--- src/rtl/inst_buffer_if.sv ---
// Fetch-to-decode stream bundle for inst_buffer: producer side, consumer side,
// redirect flush and occupancy. The slave modport is the buffer's view.
interface inst_buffer_if #(
  parameter int unsigned DATA_WIDTH = 32,
  parameter int unsigned DEPTH      = 8
);
  localparam int unsigned PTR_W = $clog2(DEPTH);
  localparam int unsigned PC_W  = 32;

  logic                  valid_i;
  logic                  ready_o;
  logic [PC_W-1:0]       pc_i;
  logic [DATA_WIDTH-1:0] inst_i;
  logic                  valid_o;
  logic                  ready_i;
  logic [PC_W-1:0]       pc_o;
  logic [DATA_WIDTH-1:0] inst_o;
  logic                  flush_i;
  logic [PTR_W:0]        count_o;

  modport master (
    output valid_i, pc_i, inst_i, ready_i, flush_i,
    input  ready_o, valid_o, pc_o, inst_o, count_o
  );

  modport slave (
    input  valid_i, pc_i, inst_i, ready_i, flush_i,
    output ready_o, valid_o, pc_o, inst_o, count_o
  );
endinterface

--- src/rtl/inst_buffer.sv ---
// Instruction buffer: circular FIFO of {pc, inst} between Fetch and decode.
// ready_o is a function of registered pointers only, so decode stalls never reach Fetch combinationally.
module inst_buffer #(
  parameter int unsigned DATA_WIDTH = 32,
  parameter int unsigned DEPTH      = 8
) (
  input logic          clk,
  input logic          reset,
  inst_buffer_if.slave bus
);
  localparam int unsigned PTR_W = $clog2(DEPTH);
  localparam int unsigned PC_W  = 32;

  typedef struct packed {
    logic [PC_W-1:0]       pc;
    logic [DATA_WIDTH-1:0] inst;
  } entry_t;

  entry_t         mem_q [DEPTH];
  logic [PTR_W:0] wr_ptr_q, wr_ptr_d;
  logic [PTR_W:0] rd_ptr_q, rd_ptr_d;
  logic           empty_c, full_c, push_c, pop_c;

  // Pointer MSB is a wrap bit: equal low bits with differing MSBs means full.
  always_comb begin
    empty_c  = (wr_ptr_q == rd_ptr_q);
    full_c   = (wr_ptr_q[PTR_W-1:0] == rd_ptr_q[PTR_W-1:0]) &&
               (wr_ptr_q[PTR_W] != rd_ptr_q[PTR_W]);
    push_c   = bus.valid_i && !full_c && !bus.flush_i;
    pop_c    = bus.ready_i && !empty_c && !bus.flush_i;
    wr_ptr_d = wr_ptr_q;
    rd_ptr_d = rd_ptr_q;
    if (bus.flush_i) begin
      rd_ptr_d = wr_ptr_q;
    end else begin
      if (push_c) wr_ptr_d = wr_ptr_q + (PTR_W+1)'(1);
      if (pop_c)  rd_ptr_d = rd_ptr_q + (PTR_W+1)'(1);
    end
  end

  always_ff @(posedge clk or posedge reset) begin
    if (reset) begin
      wr_ptr_q <= '0;
      rd_ptr_q <= '0;
    end else begin
      wr_ptr_q <= wr_ptr_d;
      rd_ptr_q <= rd_ptr_d;
    end
  end

  // Storage is deliberately left out of reset; pointers alone define validity.
  always_ff @(posedge clk) begin
    if (push_c) mem_q[wr_ptr_q[PTR_W-1:0]] <= '{pc: bus.pc_i, inst: bus.inst_i};
  end

  assign bus.ready_o = !full_c;
  assign bus.valid_o = !empty_c;
  assign bus.pc_o    = mem_q[rd_ptr_q[PTR_W-1:0]].pc;
  assign bus.inst_o  = mem_q[rd_ptr_q[PTR_W-1:0]].inst;
  assign bus.count_o = wr_ptr_q - rd_ptr_q;
endmodule

--- src/flat_wrapper.sv ---
// flat-port wrapper written by rule: the top's interface ports become plain ports
module inst_buffer_flat 
#(
  parameter int unsigned DATA_WIDTH = 32,
  parameter int unsigned DEPTH      = 8
)
  (clk, reset, bus_valid_i, bus_pc_i, bus_inst_i, bus_ready_i, bus_flush_i, bus_ready_o, bus_valid_o, bus_pc_o, bus_inst_o, bus_count_o);
  inst_buffer_if #(.DATA_WIDTH(DATA_WIDTH), .DEPTH(DEPTH)) bus_i ();
  input logic clk;
  input logic reset;
  input wire logic [$bits(bus_i.valid_i)-1:0] bus_valid_i;
  input wire logic [$bits(bus_i.pc_i)-1:0] bus_pc_i;
  input wire logic [$bits(bus_i.inst_i)-1:0] bus_inst_i;
  input wire logic [$bits(bus_i.ready_i)-1:0] bus_ready_i;
  input wire logic [$bits(bus_i.flush_i)-1:0] bus_flush_i;
  output wire logic [$bits(bus_i.ready_o)-1:0] bus_ready_o;
  output wire logic [$bits(bus_i.valid_o)-1:0] bus_valid_o;
  output wire logic [$bits(bus_i.pc_o)-1:0] bus_pc_o;
  output wire logic [$bits(bus_i.inst_o)-1:0] bus_inst_o;
  output wire logic [$bits(bus_i.count_o)-1:0] bus_count_o;
  assign bus_i.valid_i = bus_valid_i;
  assign bus_i.pc_i = bus_pc_i;
  assign bus_i.inst_i = bus_inst_i;
  assign bus_i.ready_i = bus_ready_i;
  assign bus_i.flush_i = bus_flush_i;
  assign bus_ready_o = bus_i.ready_o;
  assign bus_valid_o = bus_i.valid_o;
  assign bus_pc_o = bus_i.pc_o;
  assign bus_inst_o = bus_i.inst_o;
  assign bus_count_o = bus_i.count_o;
  inst_buffer #(.DATA_WIDTH(DATA_WIDTH), .DEPTH(DEPTH)) u_core (.clk(clk), .reset(reset), .bus(bus_i));
endmodule
--- config.mk ---
export PLATFORM = sky130hd
export DESIGN_NAME = inst_buffer_flat
export DESIGN_NICKNAME = d
export VERILOG_FILES = /design/src/rtl/inst_buffer_if.sv /design/src/rtl/inst_buffer.sv /design/src/flat_wrapper.sv
export SDC_FILE = /design/constraint.sdc
export NUM_CORES = 1
export LEC_CHECK = 0
export ABC_AREA = 0
export BUFFER_PORTS_ARGS = -buffer_cell sky130_fd_sc_hd__clkbuf_2
export CAP_MARGIN = 20
export CORE_ASPECT_RATIO = 1.5
export CORE_MARGIN = 1.5
export CORE_UTILIZATION = 40
export DETAILED_ROUTE_END_ITERATION = 10
export PLACE_DENSITY = 0.58
export RECOVER_POWER = 100
export SLEW_MARGIN = 10
export SYNTH_ARGS = -nofsm -noshare
export SYNTH_HDL_FRONTEND = slang
export SYNTH_SLANG_ARGS = --single-unit
--- constraint.sdc ---
create_clock -name clk -period 7.6 [get_ports clk]
set_input_delay 1.14 -clock clk [delete_from_list [all_inputs] [get_ports clk]]
set_output_delay 1.14 -clock clk [all_outputs]
set_load 0.02 [all_outputs]
# Yosys cells after proc, flatten, opt, wreduce, memory -nomap -nowiden
# Memories as Yosys holds them, arrays and structs flattened.
# Cells that the tools add are included.
op_classes:
  n_addsub: 3
  eq_ne: 3
  muxes: 4
  n_bitwise: 1
  n_reduce_logical: 10
ops:
  columns: ["cell", "n"]
  rows:
  - ["$add A4 B1 Y4 const B", 2]
  - ["$mux W4", 2]
  - ["$logic_and A1 B1 Y1", 5]
  - ["$eq A4 B4 Y1", 1]
  - ["$sub A4 B4 Y4", 1]
  - ["$eq A3 B3 Y1", 1]
  - ["$logic_not A1 Y1", 3]
  - ["$mux W1", 2]
  - ["$reduce_and A2 Y1", 1]
  - ["$reduce_bool A2 Y1", 1]
  - ["$ne A1 B1 Y1", 1]
  - ["$not A1 Y1", 1]
totals:
  register_bits: 8
  ramBits: 512
  in_bits: 69
  output_inout_bits: 70
  elab_cells: 24
  n_memories: 1
memory_table:
  columns: ["name", "words", "word_bits", "read_ports", "rd_ports_with_merged_regs", "write_ports", "line_no", "source"]
  rows:
  - ["u_core.mem_q", 8, 64, 1, 0, 1, "inst_buffer.sv:19", "entry_t mem_q [DEPTH];"]

# Logic depth before layout (Yosys ltp)
# Gate-level depths: netlist of run 1.
depth:
  word_depth: 7
  depth_mapped: 9
  ltp_nobuf: 6

# Worst setup path before layout of run 1
# OpenSTA, ideal clock, no wires.
synth_timing:
  path_kind: "register -> register"
  from: "register u_core.rd_ptr_q[1]"
  to: "memory u_core.mem_q[0][0] (netlist bit) (enable)"
  setup_ns: 0.644
  arrival_time_ns: 7.878
  required_ns: 6.956
  path_slack_ns: -0.922
  path_stages_with_launch: 10
  n_path_buf: 3
  period_less_slack_ns: 8.522
  cell_sequence: "dfrtp_1 > clkbuf_1 > buf_2 > buf_2 > inv_1 > ha_1 > and3_1 > nand2_1 > nand2b_1 > nor4_1"
synth_via:
  elab_chain_cells: 7
synth_lines:
  columns: ["element", "line_no", "source"]
  rows:
  - ["from (decl)", "inst_buffer.sv:21", "logic [PTR_W:0] rd_ptr_q, rd_ptr_d;"]
  - ["from (signal assigned)", "inst_buffer.sv:47", "rd_ptr_q <= rd_ptr_d;"]
  - ["$eq A3 B3 Y1", "inst_buffer.sv:27", "full_c = (wr_ptr_q[PTR_W-1:0] == rd_ptr_q[PTR_W-1:0]) &&"]
  - ["$logic_and A1 B1 Y1", "inst_buffer.sv:27", null]
  - ["$logic_not A1 Y1", null, null]
  - ["named net bus_ready_o", "flat_wrapper.sv:16", "output wire logic [$bits(bus_i.ready_o)-1:0] bus_ready_o;"]
  - ["$logic_and A1 B1 Y1 (2 in a row)", "inst_buffer.sv:29", "push_c = bus.valid_i && !full_c && !bus.flush_i;"]
  - ["$mux W1", "inst_buffer.sv:53", "if (push_c) mem_q[wr_ptr_q[PTR_W-1:0]] <= '{pc: bus.pc_i, inst: bus.inst_i};"]
  - ["$mux W1 (not written as such)", "inst_buffer.sv:53", null]
  - ["to (decl)", "inst_buffer.sv:19", null]
# The timed path passes the listed nets, and every way through them passes these cells.

# Final worst setup path of run 1
layout_timing:
  from: "register u_core.rd_ptr_q[1]"
  to: "output bus_inst_o[27]"
layout_via:
  elab_chain_cells: 1
layout_lines:
  columns: ["element", "line_no", "source"]
  rows:
  - ["$mem_v2 Z8 W64", null, null]
  - ["to (decl)", "flat_wrapper.sv:19", "output wire logic [$bits(bus_i.inst_o)-1:0] bus_inst_o;"]
# Every way passes these cells.

==> results of run 1 <==
-- final cells by class --
class	count	area, um^2	area share
flip-flops and latches	520	15600	0.690
multi-input cells	373	3980	0.176
clock buffers	61	1270	0.0563
well taps	656	821	0.0363
repair buffers	155	666	0.0295
clock inverters	22	228	0.0101
inverters	9	33.8	0.00150
diodes	2	5.00	0.000222
-- state kept, by name, indices dropped and copies added (netlist names) --
signal,cells
u_core.rd_ptr_q,4
u_core.mem_q,512
u_core.wr_ptr_q,4
-- worst paths after layout --
kind,endpoint,slack (ns),cells past startpoint
min reg2reg,u_core.wr_ptr_q[3]$_DFFE_PP0P_,0.58,1
min in group clk,u_core.wr_ptr_q[3]$_DFFE_PP0P_,0.58,1
max,bus_inst_o[27],1.73,6
max in group asynchronous,u_core.rd_ptr_q[2]$_DFFE_PP0P_,6.78,2
max reg2reg,u_core.mem_q[6][51]$_DFFE_PP_,1.88,7
min,u_core.wr_ptr_q[3]$_DFFE_PP0P_,0.52,2
-- through the flow --
| stage | util | std cells |
|---|---|---|
| detailed placement | 0.436 | 1712 |
| floorplan | - | 948 |
| finish | 0.463 | 1798 |
| CTS | 0.467 | 1795 |
| global placement | 0.436 | 1712 |
| global route | 0.463 | 1797 |
-- metal layers --
layer | track usage | wire, um | vias up
met5 | 0 | 41 | -
met2 | 0.306 | 22300 | 162
met3 | 0.0280 | 1550 | 54
li1 | - | - | 4094
met1 | 0.196 | 16200 | 5043
met4 | 0.0454 | 761 | 6
-- critical path, cell delays in order, from the launching register on --
cell      delay, ns
dfrtp_1        1.82
buf_4          0.78
buf_4          0.69
mux4_2         0.34
nand2_1        0.05
nand2_1        0.17
clkbuf_1       0.25
-- logic make-up (layout without fill, tap and decap cells) --
family,after synthesis,in the layout
flip-flops,520,520
AND/OR/NAND/NOR,217,217
multiplexers,128,128
buffers and inverters,55,247
AO/OA/AOI/OAI,12,12
XOR/XNOR,10,10
adder cells (fa/ha/maj),6,6
other,0,2
-- synthesized netlist by cell type (all sizes together) --
cell type  number
a22oi           1
buf            27
mux4          128
a31oi           1
clkbuf         19
o21ai           5
nor3            4
o211ai          1
fa              1
ha              5
a21o            1
a21oi           3
xnor2           8
nand4           2
nor2            2
dfrtp           8
and3            1
edfxtp        512
xor2            2
nand2         203
inv             9
nand3           1
nand2b          3
nor4            1
-- power by group --
| part | internal (mW) | leakage, nW | switching (mW) |
|---|---|---|---|
| clock network | 1.35 | 0.735 | 0.984 |
| logic | 0.987 | 1.81 | 1.52 |
| registers | 3.41 | 4.72 | 0.198 |
==> reports/qor.csv, run 1 <==
stage;metric;value;unit
outcome;status;complete, but fails checks;
outcome;violations;max-capacitance violations, max-slew violations;
grt;grt_pass1_wl;61500;um
sta;clock_skew;0.0115;ns
logic_synthesis;post_synth_instance_area;19800;um^2
floorplanning;start_util;0.407;
grt;antenna_found_initial;4;
critical_path;path_class;register to output port;
finish;design_area;22600;um^2
critical_path;end_kind;output port;
logic_synthesis;synth_top_area_share;0.775;
clocking;ctsHtreeMaxLevel;2;
critical_path;crit_fanout;47;
clocking;cts.clk_slew.worst_paths;0.06;ns
finish;area_growth_syn_to_layout;13.8;%
logic_synthesis;syn_avg_cell_area;20.9;um^2
worst_hold_path;hp-class;primary input to asynchronous set/reset pin;
pwr;powerDensity;374;nW/um^2
critical_path;crit_required;6.46;ns
sta;tns;0;ns
route;wl_per_cell;22.7;um
sta;slew_violations;351;
route;firstDrtPassIters;6;
place;io_buffers;138;
grt;grt_usage;0.165;
floorplanning;fp.dieW;185;um
logic_synthesis;muxShareOfSynthArea;0.145;
route;finalWirelength;40800;um
pwr;power_leakage;7.26;nW
job;maxCapViolations;10;
grt;grt_overflow;0;
grt;grt_max_degree;68;
logic_synthesis;syn-instance-count;948;
floorplanning;die_y;276;um
pwr;total_power;8.44;mW
place;gp_congestion;0.708;
clocking;postCtsSetupBuffers;0;
finish;drive_above_1_share;0.189;
grt;grt_pass1_vias;10100;
route;route.detailed.drc;0;
clocking;tritoncts;yes;
critical_path;cp-start-kind;register;
logic_synthesis;synthAdderAreaFrac;0.00416;
clocking;ctsResizeCount;0;
pwr;vdd_drop_max;0.198;mV
clocking;cts_inserted_buffers;47;
finish;layout_commonest_cell;edfxtp_1;
sta;rsz0062_at_grt;no;
route;vias;9359;
floorplanning;num_rows;99;
sta;min_period_over_period;0.773;
place;placed_area;21300;um^2
sta;period_needed;5.87;ns
clocking;ctsLongestPathBuffers;3;
clocking;clk_latency;0.55;ns
sta;finalHoldViolations;0;
logic_synthesis;synth_cell_types;27;
finish;mostFrequentLayoutCells;512 x edfxtp_1, 203 x nand2_1, 146 x clkbuf_1;
logic_synthesis;synth_seq_area_share;0.785;
critical_path;crit_start;u_core.rd_ptr_q[1]$_DFFE_PP0P_;
sta;setup_slack;1.73;ns
logic_synthesis;synth-simple-area-share;0.0422;
sta;holdWs;0.525;ns
critical_path;arrival;4.73;ns
finish;num-nets-final;1181;
logic_synthesis;ys_ff_latch;520;
place;dp_hpwl;21700;um
place;dp_slack;3.25;ns
sta;slew-limit-headroom;-0.779;
route;drtIter0Drc;554;
logic_synthesis;synth_top_cell_by_area;edfxtp_1;
logic_synthesis;synth_compound_area_frac;0.00347;
logic_synthesis;synth.area.top_cells;edfxtp_1 77%, mux4_2 15%, nand2_1 3.8%, dfrtp_1 1.0%, buf_6 0.62%;
finish;fill_cells;4239;
logic_synthesis;synth_xor_area_frac;0.00441;
route;vias_per_cell;5.21;
clocking;clock_sinks;520;
sta;setup_viol;0;
floorplanning;pin_count;139;
clocking;cts_hold_buffers;0;
sta;fmax;0.170;GHz
critical_path;regToRegStartpoint;u_core.rd_ptr_q[1]$_DFFE_PP0P_;
logic_synthesis;ys.warnings.count;0;
clocking;cts-root-buf;clkbuf_16;
floorplanning;fp.dieArea;51000;um^2
logic_synthesis;syn_nets;1023;
route;postRouteAntennaNets;0;
logic_synthesis;synth_top_family_by_area;multiplexers;
sta;tightest_slew;2.67;ns
floorplanning;core;48800;um^2
(Power assumes the default switching activity.)
==> inputs of run 2 (changes only) <==
==> constraint.sdc (replaced) <==
create_clock -name clk -period 5.1 [get_ports clk]
set_input_delay 0.765 -clock clk [delete_from_list [all_inputs] [get_ports clk]]
set_output_delay 0.765 -clock clk [all_outputs]
set_load 0.02 [all_outputs]
==> run 2 against run 1 <==
Against the previous run:
- the flow still finishes with violations (max-capacitance violations, max-slew violations)
- clock-buffer cell count fell by 5
- sequential power rose by 47%
- via count fell by 1.3%
- routed wire length fell by 2.0%
- cell count rose by 0.11%
- die area did not move
- register-to-register slack got worse by 1.0 ns
- clock skew rose by 0.00068 ns
- non-clock buffer count rose by 2
- critical endpoint is now bus_pc_o[29]
==> reports/qor.csv, run 2 (synthesis results as in run 1) <==
stage;metric;value;unit;change
clocking;clock_sinks;520;;unchanged
floorplanning;start_util;0.407;;unchanged
sta;period_needed;4.29;ns;
pwr;pwr-share-clk;0.285;;was 0.276
pwr;switchingPower;4.05;mW;was 2.70 mW
critical_path;end_kind;output port;;unchanged
pwr;vdd_drop_max;0.408;mV;was 0.198 mV
floorplanning;num_rows;99;;unchanged
worst_hold_path;hp-class;primary input to asynchronous set/reset pin;;unchanged
clocking;ctsResizeCount;0;;unchanged
pwr;p_int;8.66;mW;was 5.74 mW
finish;seq_area;15600;um^2;about the same
grt;grt_pass1_vias;10100;;about the same
finish;area_growth_syn_to_layout;14.3;%;was 13.8%
grt;grt_usage;0.161;;was 0.165
finish;design_area;22700;um^2;was 22600 um^2
clocking;ctsLongestPathBuffers;3;;unchanged
pwr;switching_share;0.319;;was 0.320
pwr;power_frac_seq;0.418;;was 0.427
grt;grt_max_degree;103;;was 68
clocking;ctsHtreeMaxLevel;2;;unchanged
route;vias;9240;;was 9359
critical_path;arrival;3.53;ns;was 4.73 ns
grt;antenna_found_initial;4;;unchanged
sta;tightest_slew;1.83;ns;was 2.67 ns
clocking;cts_inserted_buffers;46;;was 47
clocking;postCtsSetupBuffers;0;;unchanged
grt;grt_overflow;0;;unchanged
sta;slew-limit-headroom;-0.219;;was -0.779
clocking;cts-root-buf;clkbuf_16;;unchanged
finish;num-nets-final;1182;;was 1181
floorplanning;pin_count;139;;unchanged
pwr;combPwrFrac;0.297;;about the same
finish;fill_cells;4212;;was 4239
grt;busiest_layer;met2;;unchanged
finish;largest_register_ff_count;512;;unchanged
floorplanning;fp.dieW;185;um;unchanged
route;firstDrtPassIters;4;;was 6
outcome;status;complete, but fails checks;;unchanged
finish;layout_commonest_cell;edfxtp_1;;unchanged
sta;clock_skew;0.0122;ns;was 0.0115 ns
critical_path;crit_fanout;45;;was 47
clocking;cts_hold_buffers;0;;unchanged
finish;multiInputGateArea;3960;um^2;was 3980 um^2
critical_path;cp-start-kind;register;;unchanged
sta;min_period_over_period;0.842;;
place;dp_hpwl;22100;um;was 21700 um
floorplanning;fp.dieArea;51000;um^2;unchanged
job;maxCapViolations;8;;was 10
place;place_inst;1715;;was 1712
sta;holdWs;0.143;ns;was 0.525 ns
pwr;power_leakage;7.29;nW;was 7.26 nW
route;finalWirelength;40000;um;was 40800 um
grt;use_met2;0.298;;was 0.306
route;wl_per_cell;22.2;um;was 22.7 um
sta;finalHoldViolations;0;;unchanged
sta;slew_violations;184;;was 351
clocking;cts.clk_slew.worst_paths;0.07;ns;was 0.06 ns
place;placed_area;21300;um^2;about the same
pwr;total_power;12.7;mW;was 8.44 mW
pwr;powerDensity;561;nW/um^2;was 374 nW/um^2
clocking;tritoncts;yes;;unchanged
sta;setup_viol;0;;unchanged
grt;met1_usage;0.188;;was 0.196
route;postRouteAntennaNets;0;;unchanged
finish;drive_above_1_share;0.201;;was 0.189
critical_path;path_class;register to output port;;unchanged
route;vias_per_cell;5.13;;was 5.21
route;drtIter0Drc;687;;was 554
floorplanning;die_y;276;um;unchanged
clocking;clk_latency;0.56;ns;was 0.55 ns
critical_path;crit_required;4.34;ns;was 6.46 ns
place;gp_congestion;0.746;;was 0.708
floorplanning;core;48800;um^2;unchanged
grt;grt_use_met3;0.0282;;was 0.0280
route;route.detailed.drc;0;;unchanged
finish;utilization;0.464;;was 0.463
outcome;violations;max-capacitance violations, max-slew violations;;unchanged
sta;fmax;0.233;GHz;
finish;stdcell_count;1800;;was 1798
sta;rsz0062_at_grt;no;;unchanged
grt;grt_pass1_wl;60200;um;was 61500 um
finish;mostFrequentLayoutCells;512 x edfxtp_1, 203 x nand2_1, 142 x clkbuf_1;;was 512 x edfxtp_1, 203 x nand2_1, 146 x clkbuf_1
place;io_buffers;138;;unchanged
==> run 2: cell types whose count changed in the layout (fill, tap and decap cells not counted), moves of 2 or more <==
cell,previous run,this run
buf_12,1,3
dfrtp_4,0,2
clkbuf_1,146,142
buf_4,8,3
dfrtp_1,7,5
clkinv_4,0,3
clkinvlp_4,0,3
clkbuf_2,11,15
clkinv_1,9,2
bufinv_16,5,7
clkinv_2,7,12
==> run 2: area by class of cell <==
type / instances / share of cell area
multi-input combinational: 373 / 0.175
sequential: 520 / 0.687
clock buffer: 56 / 0.0557
clock inverter: 27 / 0.0147
inverter: 9 / 0.00160
timing repair buffer: 157 / 0.0295
tap: 656 / 0.0362
antenna: 2 / 0.000221
==> run 2: routing by layer <==
layer  vias up  part of all wire  wire (um)
met1      4912              0.39      15800
li1       4102                 -          -
met4         4             0.020        811
met2       172              0.54      21800
met3        50             0.040       1620
met5         -           0.00060         24
==> run 2: power by group through the flow <==
stage	Combinational (mW)	Clock [mW]	Sequential (mW)
6_report	3.77	3.63	5.31
2_1_floorplan	2.94	0	5.26
5_1_grt	4.12	3.85	5.36
3_5_place_dp	4.02	0	5.42
4_1_cts	4.03	3.71	5.33
3_3_place_gp	4.02	0	5.40
==> run 2: final timing paths <==
| kind | startpoint | to | slack, ns | cells after the start |
|---|---|---|---|---|
| setup / recovery | u_core.rd_ptr_q[1]$_DFFE_PP0P_ | bus_pc_o[29] | 0.81 | 5 |
| hold reg to reg | u_core.wr_ptr_q[3]$_DFFE_PP0P_ | u_core.wr_ptr_q[3]$_DFFE_PP0P_ | 0.59 | 1 |
| min in group clk | bus_flush_i | u_core.rd_ptr_q[3]$_DFFE_PP0P_ | 0.53 | 2 |
| setup reg to reg | u_core.rd_ptr_q[1]$_DFFE_PP0P_ | u_core.mem_q[3][42]$_DFFE_PP_ | 0.86 | 7 |
| hold / removal | reset | u_core.rd_ptr_q[3]$_DFFE_PP0P_ | 0.14 | 2 |
| max in group asynchronous | reset | u_core.rd_ptr_q[0]$_DFFE_PP0P_ | 4.67 | 2 |
==> run 2: critical path, stage by stage (launching register included) <==
cell and delay (ns):
dfrtp_2 0.87, clkbuf_2 1.13, mux4_2 0.39, nand2_1 0.06, nand2_1 0.19, clkbuf_1 0.26
==> run 2: metrics by stage <==
stage / TNS (ns) / worst slack (ns)
after floorplan: -374.42 / -1.71
after global placement: 0 / 1.44
after detailed placement: 0 / 1.52
after CTS: 0 / 0.959
after global routing: 0 / 0.532
final: 0 / 0.808
